### config.mk
export PLATFORM = sky130hd
export DESIGN_NAME = duoseg_writer
export DESIGN_NICKNAME = d
export VERILOG_FILES = /design/src/rtl/duoseg_pkg.sv /design/src/rtl/hex_to_seg7.sv /design/src/rtl/duoseg_writer.sv
export SDC_FILE = /design/constraint.sdc
export NUM_CORES = 1
export LEC_CHECK = 0
export ABC_AREA = 1
export ABC_CLOCK_PERIOD_IN_PS = 2900
export BUFFER_PORTS_ARGS = -buffer_cell sky130_fd_sc_hd__buf_2
export CORE_MARGIN = 3
export CORE_UTILIZATION = 56
export DETAILED_ROUTE_END_ITERATION = 16
export PLACE_DENSITY = 0.85
export SLEW_MARGIN = 20
export SYNTH_ARGS = -nofsm -noshare
export SYNTH_HDL_FRONTEND = slang
export SYNTH_SLANG_ARGS = --single-unit
### constraint.sdc
create_clock -name clk -period 2.9 [get_ports clk]
set_input_delay 0.29 -clock clk [delete_from_list [all_inputs] [get_ports clk]]
set_output_delay 0.29 -clock clk [all_outputs]
set_load 0.05 [all_outputs]
### src/rtl/duoseg_pkg.sv
// Shared types and constants for the two-digit seven-segment bus writer.
// DUOSEG_READBACK_EN adds the readback states to the state enum.
package duoseg_pkg;

  typedef enum logic [1:0] {
    IDLE,
    WR
`ifdef DUOSEG_READBACK_EN
    ,
    RD,
    RDWAIT
`endif
  } state_t;

  localparam logic [1:0] DEFAULT_TARGET_ADDR = 2'b00;

  // Active-high patterns, bit0 = segment a ... bit6 = segment g, index = hex digit.
  localparam logic [0:15][6:0] SEG_TABLE = {
    7'h3F, 7'h06, 7'h5B, 7'h4F, 7'h66, 7'h6D, 7'h7D, 7'h07,
    7'h7F, 7'h6F, 7'h77, 7'h7C, 7'h39, 7'h5E, 7'h79, 7'h71
  };

  function automatic logic [6:0] seg_lookup(input logic [3:0] digit);
    return SEG_TABLE[digit];
  endfunction

endpackage

### src/rtl/hex_to_seg7.sv
// Combinational hex digit to seven-segment pattern, optionally inverted for
// common-anode displays.
module hex_to_seg7
  import duoseg_pkg::*;
#(
  parameter bit ACTIVE_LOW_SEG = 1'b1
) (
  input  logic [3:0] hex,
  output logic [6:0] seg
);

  logic [6:0] seg_high;

  assign seg_high = seg_lookup(hex);
  assign seg      = ACTIVE_LOW_SEG ? ~seg_high : seg_high;

endmodule

### src/rtl/duoseg_writer.sv
// Writes a two-digit segment pattern to an Avalon-MM slave register, skipping
// repeats. DUOSEG_READBACK_EN adds a read-back check with a sticky mismatch flag.
module duoseg_writer
  import duoseg_pkg::*;
#(
  parameter bit         ACTIVE_LOW_SEG = 1'b1,
  parameter logic [1:0] TARGET_ADDR    = DEFAULT_TARGET_ADDR
) (
  input  logic        clk,
  input  logic        reset_n,
  input  logic [7:0]  in_value,
  input  logic        in_valid,
  output logic        in_ready,
  output logic [1:0]  m_address,
  output logic        m_write,
  output logic        m_read,
  output logic [15:0] m_writedata,
  output logic [1:0]  m_byteenable,
  input  logic        m_waitrequest,
  input  logic [15:0] m_readdata,
  input  logic        m_readdatavalid,
  output logic        busy,
  output logic        mismatch
);

  state_t      state_reg;
  logic [7:0]  value_reg;
  logic [7:0]  last_reg;
  logic        last_valid_reg;
  logic        write_reg;
  logic [1:0]  address_reg;
  logic [15:0] writedata_reg;
  logic [1:0]  byteenable_reg;
  logic [6:0]  seg_lo;
  logic [6:0]  seg_hi;
  logic        is_repeat;

  hex_to_seg7 #(.ACTIVE_LOW_SEG(ACTIVE_LOW_SEG)) u_seg_lo (
    .hex (in_value[3:0]),
    .seg (seg_lo)
  );

  hex_to_seg7 #(.ACTIVE_LOW_SEG(ACTIVE_LOW_SEG)) u_seg_hi (
    .hex (in_value[7:4]),
    .seg (seg_hi)
  );

  assign is_repeat = last_valid_reg && (in_value == last_reg);

`ifdef DUOSEG_READBACK_EN
  logic read_reg;
  logic mismatch_reg;
  logic unused_rsp_bits;

  // Bits 7 and 15 carry no segment and are not checked.
  assign unused_rsp_bits = m_readdata[15] ^ m_readdata[7];

  always_ff @(posedge clk or negedge reset_n) begin
    if (!reset_n) begin
      state_reg      <= IDLE;
      value_reg      <= 8'h00;
      last_reg       <= 8'h00;
      last_valid_reg <= 1'b0;
      write_reg      <= 1'b0;
      read_reg       <= 1'b0;
      address_reg    <= 2'b00;
      writedata_reg  <= 16'h0000;
      byteenable_reg <= 2'b00;
      mismatch_reg   <= 1'b0;
    end else begin
      case (state_reg)
        IDLE: begin
          if (in_valid && !is_repeat) begin
            state_reg      <= WR;
            value_reg      <= in_value;
            write_reg      <= 1'b1;
            address_reg    <= TARGET_ADDR;
            byteenable_reg <= 2'b11;
            writedata_reg  <= {1'b0, seg_hi, 1'b0, seg_lo};
          end
        end
        WR: begin
          if (!m_waitrequest) begin
            write_reg      <= 1'b0;
            read_reg       <= 1'b1;
            last_reg       <= value_reg;
            last_valid_reg <= 1'b1;
            state_reg      <= RD;
          end
        end
        RD: begin
          if (!m_waitrequest) begin
            read_reg  <= 1'b0;
            state_reg <= RDWAIT;
          end
        end
        RDWAIT: begin
          if (m_readdatavalid) begin
            if ((m_readdata[14:8] != writedata_reg[14:8]) ||
                (m_readdata[6:0] != writedata_reg[6:0])) begin
              mismatch_reg <= 1'b1;
            end
            state_reg <= IDLE;
          end
        end
        default: state_reg <= IDLE;
      endcase
    end
  end

  assign m_read   = read_reg;
  assign mismatch = mismatch_reg;
`else
  logic unused_rsp_bits;

  assign unused_rsp_bits = ^{m_readdata, m_readdatavalid};

  always_ff @(posedge clk or negedge reset_n) begin
    if (!reset_n) begin
      state_reg      <= IDLE;
      value_reg      <= 8'h00;
      last_reg       <= 8'h00;
      last_valid_reg <= 1'b0;
      write_reg      <= 1'b0;
      address_reg    <= 2'b00;
      writedata_reg  <= 16'h0000;
      byteenable_reg <= 2'b00;
    end else begin
      case (state_reg)
        IDLE: begin
          if (in_valid && !is_repeat) begin
            state_reg      <= WR;
            value_reg      <= in_value;
            write_reg      <= 1'b1;
            address_reg    <= TARGET_ADDR;
            byteenable_reg <= 2'b11;
            writedata_reg  <= {1'b0, seg_hi, 1'b0, seg_lo};
          end
        end
        WR: begin
          if (!m_waitrequest) begin
            write_reg      <= 1'b0;
            last_reg       <= value_reg;
            last_valid_reg <= 1'b1;
            state_reg      <= IDLE;
          end
        end
        default: state_reg <= IDLE;
      endcase
    end
  end

  assign m_read   = 1'b0;
  assign mismatch = 1'b0;
`endif

  assign in_ready     = (state_reg == IDLE);
  assign busy         = (state_reg != IDLE);
  assign m_write      = write_reg;
  assign m_address    = address_reg;
  assign m_writedata  = writedata_reg;
  assign m_byteenable = byteenable_reg;

endmodule

==> results of run 1 <==
## layer usage
metal  wire length (µm)  global-route usage (%)  share of wire (%)  vias up
met5                  0                       0                  0        -
met4                 77                    9.50                2.2        0
met3                183                    4.16                5.1        6
met2               1660                    31.6                 47       42
met1               1640                    23.7                 46      693
li1                   -                       -                  -      821
## cells by family after synthesis
| logic type | synth area share [%] |
|---|---|
| AOI/OAI and AO/OA | 8.03 |
| muxes | 1.76 |
| other | 0.196 |
| adders and majority gates | 7.83 |
| xor gates and xnor gates | 0.914 |
| DFF | 43.1 |
| buffers and inverters | 10.2 |
| and+or+nand+nor | 27.9 |
## cell type report
cell class                      count  area, µm²
Tap cell                           44       55.1
Fill cell                         262       1070
Multi-Input combinational cell    179        913
Timing Repair Buffer               31        158
Clock buffer                        7       55.1
Inverter                           21       78.8
Sequential cell                    33        826
## worst max-delay path, stage by stage, from the launching register on
cell and delay [ns]:
dfrtp_1 0.40, a21oi_1 0.16, nand2_1 0.08, nor2_2 0.09
nand3_2 0.38, nand2_4 0.40, o21ai_1 0.12
## stage by stage
stage,cells,setup slack (ns)
6_report,315,1.14
5_1_grt,315,0.932
4_1_cts,315,1.14
3_5_place_dp,308,0.901
3_3_place_gp,308,0.972
2_1_floorplan,251,1.42
## cells in the final DEF (no fill, tap or decap)
master    count
conb_1        6
dfrtp_1      33
o21ai_0      13
buf_2        30
nand3_2       1
a21oi_1       9
nor2_2        1
clkbuf_8      1
or2_2         1
nand2_1      80
ha_1         12
nor2_1       15
xor2_1        2
a32oi_1       1
inv_2         2
mux2_2        3
clkbuf_1      1
buf_4         1
clkbuf_4      5
nand2_4       1
nand3_1      29
o21ai_1       1
o211ai_1      2
o31ai_1       2
inv_1        19
## worst max path at each step
stage / startpoint / to / slack, ns / cells past startpoint
2_1_floorplan: m_write / m_writedata[10] / 1.42 / 4
3_3_place_gp: in_value[3] / m_write / 0.97 / 10
3_5_place_dp: in_value[3] / m_write / 0.90 / 10
4_1_cts: last_reg[7] / m_write / 1.14 / 6
5_1_grt: last_reg[6] / m_writedata[1] / 0.93 / 9
6_report: last_reg[7] / m_write / 1.14 / 6
## report_power, final
part | total, mW | switching (mW) | internal (mW)
combinational | 0.542 | 0.397 | 0.146
sequential | 0.637 | 0.0605 | 0.576
clock | 0.260 | 0.146 | 0.114
total | 1.44 | 0.603 | 0.836
==> impl_metrics.ini, run 1 <==
[status]
result_of_the_run = complete, no violations

[grt]
groute.usage.overall_pct = 19.1
grt_start_max_net_pins = 34
grt_first_pass_wirelength_um = 6160
via_count_of_the_first_global_routing_pass = 1403
antenna_found_initial = 0
grt_overflow = 0

[sta]
max_freq_ghz = 0.568
rsz0062_at_grt = false
post_route_setup_tns_ns = 0
final.hold.worst_slack_ns = 0.000211
fin_skew_ns = 0.0128
fin_crit_sh_pct = 60.7
slew_viol_final = 0
worst_slew_pin_slew_ns = 0.731
setup_viol = 0
max-slew-margin-rel_pct = 51.3
post_layout_minimum_cycle_time_ns = 1.76
final-hold-violation-count = 0

[critical_path]
crit_path_start_kind = flip-flop
timing.reg2reg.setup_slack_ns = 1.14
worstRegToRegCells = 6
crit-reg2reg-launch = last_reg[7]
crit_fanout = 24
setup.worst_path.class = flip-flop to flip-flop
timing.critical_path.to_type = flip-flop
worstPathArrival_ns = 1.97
regToRegEndpoint = m_write
cp.required_ns = 3.11

[clock_tree]
worst_skew_pair.late_latency_ns = 0.34
post_cts_gate_resize_count = 0
cts_hold_buf = 0
maximum_clock_path_buffer_count = 2
cts_tree = built
clock_sinks = 33
cts_root_buf = clkbuf_4
cts_made_buffers = 5
clkTransAtPathRegs_ns = 0.09
postCtsSetupBuffers = 0
cts_max_level = 2

[drt]
first_iter_violations = 113
routed_length_per_placed_instance_um = 11.3
num_vias = 1562
antenna_left = 0
dr.pass1.iters = 6
detail_route.wirelength_um = 3560
via_per_inst = 4.96
drt_drc_violations_left = 0

[pwr]
power_density_nw_per_um2 = 690
power_mw = 1.44
peakVddDrop_mv = 0.293
leakagePower_nw = 1.18

[logic_synthesis]
mean_instance_size_in_the_synthesized_netlist_um2 = 7.79
synth.yosys.seq_area_share_pct = 43.1
post-synth-top-area-fraction_pct = 43.1
most_frequent_cells_after_synthesis = nand2_1, dfrtp_1, nand3_1
synth_top_cells_by_area = dfrtp_1, nand2_1, ha_1
async_flop_share_pct = 100
synth-edff-count = 0
yosysMostFrequentCell = nand2_1
synthesis.area_um2 = 1920
yosys.cell_types.count = 24
prevailing_post_synth_register_cell = dfrtp_1
ys_warn_count = 0
cell_type_contributing_the_most_total_cell_area_after_synthesis = dfrtp_1
synth-seq-cells = 33
synthesis.instances = 246

[finish]
fin_util_pct = 66.2
largest_reg_flops = 14
final_cell_area_um2 = 2090
antenna_cells_inserted = 0
layout-area-overhead-vs-synth_pct = 8.81
final_layout_size_suffix_gt1_share_pct = 17.0
layout.nets = 312

[die]
start_util_pct = 60.8
dieArea_um2 = 4160
num_rows = 20
die-height_um = 64.5
die_width_um = 64.5
floorplan.core_area_um2 = 3150
ioPinCount = 54

[placed_design]
placement.cell_area_um2 = 2030
buffers_added_on_ports = 30
dp.final_hpwl_um = 2540
gpl.final_weighted_congestion = 0.862

[flow_run]
max_cap_violations = 0

[hold_path]
worst_hold_path_type = input pin to async pin
No activity file was read; power rests on OpenSTA's default activity.
==> run 2: changes to the inputs <==
--- a/config.mk
+++ b/config.mk
@@ -5,13 +5,13 @@
 export SDC_FILE = /design/constraint.sdc
 export NUM_CORES = 1
 export LEC_CHECK = 0
-export ABC_AREA = 1
-export ABC_CLOCK_PERIOD_IN_PS = 2900
+export ABC_AREA = 0
+export ABC_CLOCK_PERIOD_IN_PS = 1600
 export BUFFER_PORTS_ARGS = -buffer_cell sky130_fd_sc_hd__buf_2
 export CORE_MARGIN = 3
-export CORE_UTILIZATION = 56
+export CORE_UTILIZATION = 46
 export DETAILED_ROUTE_END_ITERATION = 16
-export PLACE_DENSITY = 0.85
+export PLACE_DENSITY = 0.75
 export SLEW_MARGIN = 20
 export SYNTH_ARGS = -nofsm -noshare
 export SYNTH_HDL_FRONTEND = slang
==> constraint.sdc (replaced) <==
create_clock -name clk -period 1.6 [get_ports clk]
set_input_delay 0.16 -clock clk [delete_from_list [all_inputs] [get_ports clk]]
set_output_delay 0.16 -clock clk [all_outputs]
set_load 0.05 [all_outputs]
==> run 2 against run 1 <==
The flow now finishes with violations (negative setup slack). Sequential power is 98% higher. First-iteration DRC count is 48% lower. Utilization fell by 1.1 points. Die area up 17%. Sequential share of layout area decreased by 6.1 points. Largest cell class unchanged.
==> impl_metrics.ini, run 2 <==
[status]
result_of_the_run = finished with violations
violations = negative setup slack

[grt]
via_count_of_the_first_global_routing_pass = 1323
grt_start_max_net_pins = 22
antenna_found_initial = 0
grt_first_pass_wirelength_um = 6350
grt_overflow = 0
groute.usage.overall_pct = 16.4

[sta]
max_freq_ghz = 0.549
final-hold-violation-count = 0
final.hold.worst_slack_ns = 0.156
post_layout_minimum_cycle_time_ns = 1.82
rsz0062_at_grt = true
slew_viol_final = 0
post_route_setup_tns_ns = -4.28
fin_skew_ns = 0.00637
setup_viol = 24
post-route-worst-setup-slack_ns = -0.221
fin_crit_sh_pct = 114

[finish]
largest_reg_flops = 14
layout.nets = 252
nFillCells = 270
final_layout_size_suffix_gt1_share_pct = 47.2
layout-area-overhead-vs-synth_pct = 32.0
antenna_cells_inserted = 0
most-common-layout-cells = dfrtp_1, buf_2, mux2_4
final_cells = 260
layout_commonest_cell = dfrtp_1

[placed_design]
buffers_added_on_ports = 30
dp.final_hpwl_um = 2900
preCtsSetupSlack_ns = -0.204
dp_cells = 244
gpl.final_weighted_congestion = 0.842

[hold_path]
worst_min_delay_path_startpoint = m_waitrequest
worst_hold_path_type = input pin to flip-flop

[clock_tree]
cts_tree = built
cts_root_buf = clkbuf_8
cts_max_level = 2
worst_skew_pair.late_latency_ns = 0.28
clkTransAtPathRegs_ns = 0.06
cts_made_buffers = 5
clock_sinks = 33
maximum_clock_path_buffer_count = 2

[die]
ioPinCount = 54
dieArea_um2 = 4870
start_util_pct = 49.3
floorplan.core_area_um2 = 3800
num_rows = 22
die_width_um = 69.8
die-height_um = 69.8

[logic_synthesis]
synth-edff-count = 0
synthesis.area_um2 = 1870
async_flop_share_pct = 100
yosys.cell_types.count = 33
mean_instance_size_in_the_synthesized_netlist_um2 = 11.6
synthesis.instances = 161
synth_top_cells_by_area = dfrtp_1, mux2_2, ha_1
prevailing_post_synth_register_cell = dfrtp_1
most_frequent_cells_after_synthesis = dfrtp_1, mux2_2, ha_1
synth-seq-cells = 33
synth.yosys.seq_area_share_pct = 44.1
yosysMostFrequentCell = dfrtp_1
post-synth-top-area-fraction_pct = 44.1
ys_warn_count = 0
cell_type_contributing_the_most_total_cell_area_after_synthesis = dfrtp_1

[pwr]
combPwrFrac_pct = 41.4
clock_power_share_pct = 22.6
sequentialPowerShare_pct = 35.9
internal_power_mw = 2.25
peakVddDrop_mv = 0.652
power_switching_mw = 1.26
leakagePower_nw = 1.26
swShare_pct = 36.0
power_density_nw_per_um2 = 1420

[drt]
first_iter_violations = 59
dr.pass1.iters = 4
detail_route.wirelength_um = 4150
drt_drc_violations_left = 0
routed_length_per_placed_instance_um = 15.9
num_vias = 1319
antenna_left = 0
via_per_inst = 5.07

[critical_path]
worstPathArrival_ns = 1.98
setup.worst_path.class = flip-flop to flip-flop
setup.worst_path.start = last_reg[5]
crit-reg2reg-launch = last_reg[5]
crit_path_start_kind = flip-flop
crit_chain = xnor2_2 -> nand4_1 -> o311ai_4 -> buf_6 -> buf_8 -> mux2_4
timing.critical_path.to_type = flip-flop
cp_slowest_cell = dfrtp_1
crit_fanout = 5
cp.required_ns = 1.76
cpPeakStageDelay_ns = 0.41

[flow_run]
max_cap_violations = 0
## run 2: changes by cell type after synthesis, sizes merged, moves of 3 or more
| cell | delta |
|---|---|
| xnor2 | +8 |
| nand2 | -70 |
| nand3 | -28 |
| nor2b | +4 |
| mux2 | +26 |
| inv | -12 |
| mux2i | +5 |
| nor2 | -13 |
| buf | -3 |
| a21oi | -6 |
| o21ai | -6 |
## run 2: final timing paths
kind / end / slack, ns / depth (start not counted)
min in group asynchronous: last_reg[0] / 0.37 / 2
min reg2reg: last_valid_reg / 0.50 / 1
max: m_writedata[3] / -0.22 / 6
max in group asynchronous: value_reg[7] / 0.73 / 3
min: m_write / 0.16 / 3
max reg2reg: m_writedata[3] / -0.22 / 6
## run 2: routing by layer
metal | share of wire (%) | global-route usage, % | routed length, µm
met2 | 49 | 27.4 | 2040
met4 | 1.0 | 4.04 | 42
met5 | 0 | 0 | 0
met3 | 4.2 | 5.07 | 174
met1 | 46 | 20.6 | 1890
## run 2: layout make-up
class                   instances  area [µm²]  share of cell area (%)
clock buffers                   7        86.3                    3.50
flip-flops and latches         33         827                    33.5
clock inverters                 1        30.0                    1.22
well taps                      48        60.1                    2.43
repair buffers                 53         367                    14.8
multi-input cells             109        1060                    43.0
inverters                       9        37.5                    1.52
## run 2: cells by family after synthesis
kind of cell | after synthesis | share of synthesized area [%]
AND/OR/NAND/NOR | 29 | 7.89
adder cells (fa/ha/maj) | 12 | 8.02
flip-flops | 33 | 44.1
XOR/XNOR | 8 | 3.74
buffers and inverters | 24 | 7.29
multiplexers | 35 | 21.3
AO/OA/AOI/OAI | 19 | 7.42
other | 1 | 0.200
## run 2: timing repair
| item | in CTS | in global routing |
|---|---|---|
| buffers inserted | 1 | 4 |
| pin swaps | 1 | 3 |
| endpoints found under the hold margin | 19 | 0 |
| resized for setup | 3 | 34 |
| gates cloned | 0 | 2 |
| hold buffers | 1 | 0 |
| endpoints found under the setup margin | 24 | 24 |
## run 2: power by group through the flow
stage	sequential (mW)	clock [mW]	combinational (mW)
4_1_cts	1.25	0.804	1.28
5_1_grt	1.30	0.851	1.54
3_5_place_dp	1.26	0	1.25
6_report	1.26	0.797	1.46
3_3_place_gp	1.23	0	1.22
2_1_floorplan	1.57	0	0.626
## run 2: through the flow
stage	cell area (µm²)	power (mW)	utilization, %
final	2470	3.52	65.0
after global routing	2470	3.69	65.0
after CTS	2300	3.33	60.5
after detailed placement	2150	2.51	56.7
after global placement	2150	2.45	56.7
after floorplan	1930	2.20	-
## run 2: critical path: cells and delay by family, from the launching register on
family	cells	cell delay, ns
multiplexers	1	0.30
buffers and inverters	2	0.28
AND/OR/NAND/NOR	1	0.17
XOR/XNOR	1	0.16
flip-flops	1	0.41
AO/OA/AOI/OAI	1	0.38
==> run 3: changes to the inputs <==
--- a/config.mk
+++ b/config.mk
@@ -9,10 +9,12 @@
 export ABC_CLOCK_PERIOD_IN_PS = 1600
 export BUFFER_PORTS_ARGS = -buffer_cell sky130_fd_sc_hd__buf_2
 export CORE_MARGIN = 3
-export CORE_UTILIZATION = 46
+export CORE_UTILIZATION = 47
 export DETAILED_ROUTE_END_ITERATION = 16
-export PLACE_DENSITY = 0.75
+export PLACE_DENSITY = 0.76
+export RECOVER_POWER = 50
 export SLEW_MARGIN = 20
 export SYNTH_ARGS = -nofsm -noshare
 export SYNTH_HDL_FRONTEND = slang
+export SYNTH_HIERARCHICAL = 1
 export SYNTH_SLANG_ARGS = --single-unit
==> run 3 against run 2 <==
The run still ends with negative setup slack left. First-iteration DRC count up 36%. Sequential cell count is the same. Critical path depth decreased by 1. Register-to-register slack gained 0.09 ns. Final cell count fell by 4.6%. Wire length down 11%. Fmax grew 5.1%. Utilization decreased by 4.1 points. Via count shrank 3.1%. Design area fell by 6.9%. Sequential power about the same. Critical endpoint is now value_reg[3].
==> impl_metrics.ini, run 3 <==
[grt]
grt_overflow = 0
via_count_of_the_first_global_routing_pass = 1305
grt_first_pass_wirelength_um = 6310
groute.usage.overall_pct = 16.4
antenna_found_initial = 0
grt_start_max_net_pins = 19

[critical_path]
worstPathArrival_ns = 1.89
critical_path_depth = 5
cp_slowest_cell = dfrtp_1
cp.required_ns = 1.76
setup.worst_path.class = flip-flop to flip-flop
crit_chain = xnor2_1 -> nand3_1 -> o311ai_4 -> buf_6 -> mux2_2
cpPeakStageDelay_ns = 0.40
crit_fanout = 10
crit_path_start_kind = flip-flop
timing.critical_path.buf_inv = 1
worstRegToRegCells = 5
critical_path.top_delay_family = flip-flops
timing.critical_path.to_type = flip-flop

[hold_path]
worst_hold_path_type = input pin to flip-flop
timing.hold.worst_path_depth = 3

[sta]
post-route-worst-setup-slack_ns = -0.132
final.hold.worst_slack_ns = 0.147
post_layout_minimum_cycle_time_ns = 1.73
rsz0062_at_grt = true
slew_viol_final = 0
fin_crit_sh_pct = 108
worst_slew_pin_slew_ns = 0.949
max-slew-margin-rel_pct = 36.7
final-hold-violation-count = 0
setup_viol = 22
max_freq_ghz = 0.577
fin_skew_ns = 0.00485

[logic_synthesis]
async_flop_share_pct = 100
cell_type_contributing_the_most_total_cell_area_after_synthesis = dfrtp_1
yosysMostFrequentCell = dfrtp_1
yosys.cell_types.count = 27
synth-seq-cells = 33
synth_top_cells_by_area = dfrtp_1, mux2_2, ha_1
most_frequent_cells_after_synthesis = dfrtp_1, mux2_2, ha_1
synth.yosys.seq_area_share_pct = 43.6
synth-edff-count = 0
ys_warn_count = 6
post-synth-top-area-fraction_pct = 43.6
synthesis.area_um2 = 1890
synthesis.instances = 154
mean_instance_size_in_the_synthesized_netlist_um2 = 12.3
prevailing_post_synth_register_cell = dfrtp_1

[clock_tree]
cts_tree = built
cts_max_level = 2
worst_skew_pair.late_latency_ns = 0.27
clkTransAtPathRegs_ns = 0.06
cts_root_buf = clkbuf_8
maximum_clock_path_buffer_count = 2
cts_made_buffers = 5
clock_sinks = 33

[finish]
layout-area-overhead-vs-synth_pct = 21.3
final_layout_size_suffix_gt1_share_pct = 44.0
layout.nets = 241
nFillCells = 296
final_cells = 248
antenna_cells_inserted = 0
largest_reg_flops = 14
most-common-layout-cells = dfrtp_1, buf_2, mux2_4
layout_commonest_cell = dfrtp_1

[placed_design]
dp_cells = 238
gpl.final_weighted_congestion = 0.884
preCtsSetupSlack_ns = -0.178
buffers_added_on_ports = 30
dp.final_hpwl_um = 2840

[drt]
routed_length_per_placed_instance_um = 14.8
drt_drc_violations_left = 0
num_vias = 1278
detail_route.wirelength_um = 3680
antenna_left = 0
dr.pass1.iters = 4
via_per_inst = 5.15
first_iter_violations = 80

[die]
die-height_um = 69.5
ioPinCount = 54
start_util_pct = 50.2
die_width_um = 69.5
floorplan.core_area_um2 = 3770
num_rows = 22
dieArea_um2 = 4830

[pwr]
peakVddDrop_mv = 0.452
leakagePower_nw = 1.14
power_density_nw_per_um2 = 1350

[flow_run]
max_cap_violations = 0

[status]
violations = negative setup slack
result_of_the_run = finished with violations
-- run 3: cell types whose count changed after synthesis, sizes merged, moves of 2 or more --
cell,previous run,this run
inv,9,7
nand2,11,9
clkbuf,4,0
buf,11,14
o21ai,8,2
a21oi,3,0
a22o,2,4
nor2,3,9
-- run 3: logic make-up after synthesis --
group	Yosys count	share of synthesized area, %
other	1	0.198
AND/OR/NAND/NOR	30	7.99
adder cells (fa/ha/maj)	12	7.93
buffers and inverters	21	7.46
multiplexers	36	22.7
AO/OA/AOI/OAI	13	6.41
flip-flops	33	43.6
XOR/XNOR	8	3.70
-- run 3: where the power goes --
part	internal [mW]	switching [mW]	total (mW)	leakage, nW
Clock	0.295	0.277	0.572	0.0410
Combinational	0.549	0.746	1.30	0.709
Sequential	1.09	0.155	1.24	0.391
Total	1.93	1.18	3.11	1.14
-- run 3: worst paths after layout --
kind | slack, ns | end | from
setup / recovery | -0.13 | value_reg[3] | last_reg[7]
hold / removal | 0.15 | m_write | m_waitrequest
setup reg to reg | -0.13 | value_reg[3] | last_reg[7]
hold reg to reg | 0.47 | last_valid_reg | last_valid_reg
max in group asynchronous | 0.20 | value_reg[0] | reset_n
min in group asynchronous | 0.55 | m_writedata[12] | reset_n
-- run 3: layout make-up --
cell class	instances	area, µm²	share of cell area (%)
well taps	48	60.1	2.61
clock buffers	6	72.6	3.16
inverters	7	30.0	1.31
multi-input cells	105	1010	43.9
flip-flops and latches	33	827	36.0
repair buffers	48	294	12.8
clock inverters	1	5.00	0.218
-- run 3: repair_timing --
| item | in CTS | in global routing |
|---|---|---|
| setup buffers | 1 | 0 |
| hold endpoints to repair | 17 | 0 |
| setup endpoints to repair | 24 | 24 |
| gates resized for setup | 10 | 1 |
| hold buffers | 1 | 0 |
| pin swaps | 1 | 0 |
| gates cloned | 1 | 0 |
-- run 3: worst min-delay path: cells and delay by family --
family	cells	cell delay, ns
buf+inv	1	0.12
simple gates	2	0.12
-- run 3: per-layer routing --
layer / wire length, µm / track usage, %
met1: 1510 / 19.1
met2: 1970 / 29.7
met3: 178 / 4.35
met4: 27 / 4.56
met5: 0 / 0
-- run 3: per-stage QoR --
stage	cell area (µm²)	setup TNS, ns	power [mW]	utilization (%)
detailed placement	2160	-3.65	2.49	57.3
global placement	2160	-3.00	2.43	57.3
global route	2300	-4.24	3.28	60.9
CTS	2300	-2.78	3.13	60.9
finish	2300	-2.36	3.11	60.9
floorplan	1950	-4.23	2.21	-
